<file path="src/rtl/lcv_dot_prod_seq.sv">
`default_nettype none
// ============================================================================
//  Module   : lcv_dot_prod_seq
//  Purpose  : Sequencer and accumulator for signed 16x16 dot products over a
//             streamed vector. A start command loads the vector length and a
//             33-bit bias. One operand pair is consumed per handshake, and each
//             product is added into a 33-bit wrapping accumulator with a sticky
//             overflow flag. The final sum is presented on a valid/ready port.
//  Ports    : clk, rst             - clock, synchronous active-high reset
//             start, len, bias     - command (honoured only while idle)
//             in_valid/in_ready    - operand stream handshake
//             in_a, in_b           - signed 16-bit operands
//             out_valid/out_ready  - result handshake
//             out_sum, out_ovf     - 33-bit result and sticky overflow
//             busy                 - high whenever not idle
//  Revision : 1.0 - initial release
// ============================================================================
module lcv_dot_prod_seq #(
    parameter int LEN_WIDTH = 8
) (
    input  logic                 clk,
    input  logic                 rst,
    input  logic                 start,
    input  logic [LEN_WIDTH-1:0] len,
    input  logic signed [32:0]   bias,
    input  logic                 in_valid,
    output logic                 in_ready,
    input  logic signed [15:0]   in_a,
    input  logic signed [15:0]   in_b,
    output logic                 out_valid,
    input  logic                 out_ready,
    output logic signed [32:0]   out_sum,
    output logic                 out_ovf,
    output logic                 busy
);

    typedef enum logic [1:0] {
        ST_IDLE = 2'd0,
        ST_RUN  = 2'd1,
        ST_DONE = 2'd2
    } state_t;

    state_t                 state_q, state_d;
    logic signed [32:0]     acc_q,   acc_d;
    logic [LEN_WIDTH-1:0]   cnt_q,   cnt_d;
    logic                   ovf_q,   ovf_d;

    logic signed [31:0]     prod_w;
    logic signed [33:0]     sum_w;
    logic                   sum_oor_w;
    logic                   in_fire_w;

    // Both operands are widened before the multiply so the product is exact.
    assign prod_w    = 32'(in_a) * 32'(in_b);
    assign sum_w     = 34'(acc_q) + 34'(prod_w);
    // The 34-bit sum fits in 33 signed bits only when its top two bits agree.
    assign sum_oor_w = sum_w[33] ^ sum_w[32];

    assign in_fire_w = (state_q == ST_RUN) && in_valid;

    always_comb begin
        state_d = state_q;
        acc_d   = acc_q;
        cnt_d   = cnt_q;
        ovf_d   = ovf_q;
        case (state_q)
            ST_IDLE: begin
                if (start) begin
                    acc_d   = bias;
                    cnt_d   = len;
                    ovf_d   = 1'b0;
                    state_d = (len == '0) ? ST_DONE : ST_RUN;
                end
            end
            ST_RUN: begin
                if (in_fire_w) begin
                    acc_d = sum_w[32:0];
                    cnt_d = cnt_q - LEN_WIDTH'(1);
                    ovf_d = ovf_q | sum_oor_w;
                    if (cnt_q == LEN_WIDTH'(1)) begin
                        state_d = ST_DONE;
                    end
                end
            end
            ST_DONE: begin
                if (out_ready) begin
                    state_d = ST_IDLE;
                end
            end
            default: begin
                state_d = ST_IDLE;
            end
        endcase
    end

    always_ff @(posedge clk) begin
        if (rst) begin
            state_q <= ST_IDLE;
            acc_q   <= '0;
            cnt_q   <= '0;
            ovf_q   <= 1'b0;
        end else begin
            state_q <= state_d;
            acc_q   <= acc_d;
            cnt_q   <= cnt_d;
            ovf_q   <= ovf_d;
        end
    end

    // Handshake outputs decode registered state only; no path from inputs.
    assign in_ready  = (state_q == ST_RUN);
    assign out_valid = (state_q == ST_DONE);
    assign busy      = (state_q != ST_IDLE);
    assign out_sum   = acc_q;
    assign out_ovf   = ovf_q;

endmodule
`default_nettype wire

</file>
<file path="config.mk">
export PLATFORM = sky130hd
export DESIGN_NAME = lcv_dot_prod_seq
export DESIGN_NICKNAME = d
export VERILOG_FILES = /design/src/rtl/lcv_dot_prod_seq.sv
export SDC_FILE = /design/constraint.sdc
export NUM_CORES = 1
export LEC_CHECK = 0
export BUFFER_PORTS_ARGS = -buffer_cell sky130_fd_sc_hd__buf_4
export CAP_MARGIN = 10
export CORE_MARGIN = 2
export CORE_UTILIZATION = 28
export DETAILED_ROUTE_END_ITERATION = 7
export GPL_TIMING_DRIVEN = 0
export PLACE_DENSITY_LB_ADDON = 0.12
export SYNTH_ARGS = -nofsm -noshare
export SYNTH_HDL_FRONTEND = slang
export SYNTH_SLANG_ARGS = --single-unit
</file>
<file path="constraint.sdc">
create_clock -name clk -period 9.6 [get_ports clk]
set_input_delay 2.4 -clock clk [delete_from_list [all_inputs] [get_ports clk]]
set_output_delay 2.4 -clock clk [all_outputs]
set_load 0.01 [all_outputs]
</file>
==> metrics.yaml <==
yosys:
  synth_area_leaders: "fa_1 (46%), ha_1 (9.8%), inv_1 (9.7%), dfxtp_1 (6.6%), and2_1 (5.4%)"
  synthCells: 1491
  syn_area_sq_um: 13300
  synth_cell_type_count: 57
  synthSimpleGateAreaFrac: 0.150
  ys_seq_elements: 44
  yosysTopAreaCell: "fa_1"
  ys_warn_count: 0
  synth_area_per_cell_sq_um: 8.95
  synth.area.mux_share: 0.00150
  yosysTopAreaCellShare: 0.457
  synth_nets: 1979
  synth-edff-count: 0
  synth_xor_area_frac: 0.0247
  synth_top_family_by_area: "adder cells"
  ys_seq_area_frac: 0.0660
  async_flop_share: 0
  synth-compound-area-share: 0.0863
  synth-main-ff-cell: "dfxtp_1"
  synthAdderAreaFrac: 0.556
final_layout:
  synthToLayoutAreaGrowth_pct: 13.5
  utilization: 0.320
  drive_gt1_frac: 0.0832
  fin_nets: 2097
  layout.cells.non_filler: 2226
  fill_cells: 5141
critical_path:
  r2r_end: "out_sum[30]"
  critical_path_arrival_ps: 9390
  endpoint_kind: "register"
  critPathLaunchType: "input port"
  r2r_slack_ps: 3800
  path_class: "in -> reg"
  crit_path_max_fanout: 10
  required_ps: 9800
  r2r-start: "out_sum[15]"
  r2r_cells: 18
clock_network:
  clockRootBuffer: "clkbuf_16"
  clk_pin_slew_ps: 60
  cts_buffer_depth: 2
  postCtsSetupBuffers: 0
  clock-sinks: 44
  clock_latency_ps: 290
  cts_tree: "done"
  cts_made_buffers: 5
  h-tree-depth: 2
global_route:
  grtUsageTotal: 0.176
  grt_max_degree: 18
  antenna_found_initial: 3
  overflow: 0
  grt_pass1_wl_mm: 66.5
  grt_pass1_vias: 11000
worst_hold_path:
  hold_path_startpoint: "cnt_q[7]"
  whs_endpoint: "cnt_q[7]"
  whs_path_depth: 2
  hp-class: "reg -> reg"
routing:
  remaining_drc_errors: 0
  drtIter0Drc: 477
  detail_route.wirelength_mm: 42.5
  vias: 10300
  vias_per_cell: 4.64
  firstDrtPassIters: 5
  antenna_left: 0
  wire_per_inst_um: 19.1
sta:
  setup_viol: 0
  period_share: 0.957
  worst_slack_ps: 417
  rsz0062_at_grt: "no"
  finalSetupTns_ps: 0
  min_period_ps: 9180
  tightest_slew_ps: 920
  hold_viol: 0
  finalClockSkew_ps: 5.01
  slew-limit-headroom: 0.385
  fmax_mhz: 109
  slew_viol_final: 0
status:
  status: "complete, no violations"
place:
  dp_slack_ps: -363
  gp_congestion: 0.819
  io_buffers: 113
  dpl.cell_count: 2219
  hpwl_mm: 37.6
floorplanning:
  die_area_sq_um: 49400
  core_area_sq_um: 47300
  ios: 115
  start_util: 0.282
  die_h_um: 222
  row_count: 80
  die_w_um: 222
flow_run:
  maxCapViolCount: 0
[critical path, stage by stage]
cell and delay, ps:
buf_4 160, clkbuf_1 420, nand2_1 210, fa_1 620, inv_1 70, fa_2 710
fa_1 590, fa_1 500, fa_1 500, inv_1 50, fa_1 520, inv_1 50
ha_1 260, clkbuf_1 200, a21oi_1 220, nand2_1 100, a221oi_2 410, o2111ai_1 170
o21ai_1 310, xnor3_1 390, xor2_1 190, a21oi_1 90, a211oi_1 230
[layer usage]
metal  share of wire  track usage
met1            0.47        0.253
met2            0.50        0.305
met3           0.024      0.00833
met4          0.0084       0.0167
met5               0            0
[cells in the mapped netlist, drive strengths merged, types with 2 or more instances]
master	instances
inv	346
fa	305
nand2	189
and2	116
ha	105
clkbuf	62
a21oi	56
nor2	51
dfxtp	44
xnor2	27
o221ai	22
o21ai	20
nand3	15
nor3	14
a211oi	11
a21o	11
o211ai	8
xor2	8
a31oi	6
nand2b	6
o21a	6
or3	6
a311oi	5
nand4	5
nor2b	5
nor4	5
a2111oi	4
and3	4
buf	4
a221oi	3
o2111ai	3
a21boi	2
mux2i	2
o31a	2
[worst max path at each step]
stage / start / end / cells past startpoint
2_1_floorplan: in_a[15] / out_ovf / 22
3_3_place_gp: in_a[15] / out_ovf / 23
3_5_place_dp: in_a[15] / out_ovf / 23
4_1_cts: in_a[15] / out_ovf / 25
5_1_grt: in_a[15] / out_ovf / 23
6_report: in_b[4] / out_ovf / 23
[repair_timing]
action,in CTS,in global routing
hold buffers,0,0
setup endpoints to repair,1,2
resized for setup,1,3
[registers in the layout, indices dropped and copies added (netlist names)]
| name | count |
|---|---|
| cnt_q | 8 |
| out_ovf | 1 |
| out_sum | 33 |
| state_q | 2 |
[through the flow]
step	instance area, sq um	hold slack, ps
detailed placement	15000	488
global placement	15000	482
CTS	15200	498
floorplan	13300	460
global route	15200	510
finish	15200	492
[layout make-up]
cell class / instances / area (sq um) / area share
well taps: 615 / 769 / 0.0508
clock buffers: 7 / 153 / 0.0101
inverters: 346 / 1300 / 0.0857
plain buffers: 64 / 245 / 0.0162
flip-flops and latches: 44 / 881 / 0.0581
clock inverters: 1 / 30.0 / 0.00198
multi-input cells: 1035 / 10900 / 0.721
diodes: 1 / 2.50 / 0.000165
repair buffers: 113 / 848 / 0.0560
[placed cells by master, fill, tap and decap left out, types with 7 or more instances in the layout]
| master | Yosys | layout |
|---|---|---|
| nand3_1 | 15 | 15 |
| nand2_1 | 189 | 189 |
| o21ai_0 | 15 | 15 |
| a21o_1 | 11 | 11 |
| xor2_1 | 8 | 8 |
| nor3_1 | 14 | 14 |
| buf_4 | 0 | 113 |
| o211ai_1 | 7 | 7 |
| inv_1 | 345 | 345 |
| nor2_1 | 51 | 51 |
| a21oi_1 | 55 | 55 |
| and2_1 | 116 | 116 |
| xnor2_1 | 27 | 27 |
| dfxtp_1 | 44 | 44 |
| o221ai_1 | 22 | 22 |
| fa_1 | 305 | 304 |
| clkbuf_1 | 61 | 58 |
| a211oi_1 | 10 | 10 |
| ha_1 | 105 | 105 |
[cell families after synthesis]
| logic type | after synthesis |
|---|---|
| buf+inv | 412 |
| simple gates | 420 |
| xor+xnor | 36 |
| fa+ha+maj | 410 |
| mux | 2 |
| compound gates | 167 |
| flops | 44 |
Power is left out: the tool's default activity adds up to more than one toggle a clock period on the data nets, which glitch-free logic cannot reach.
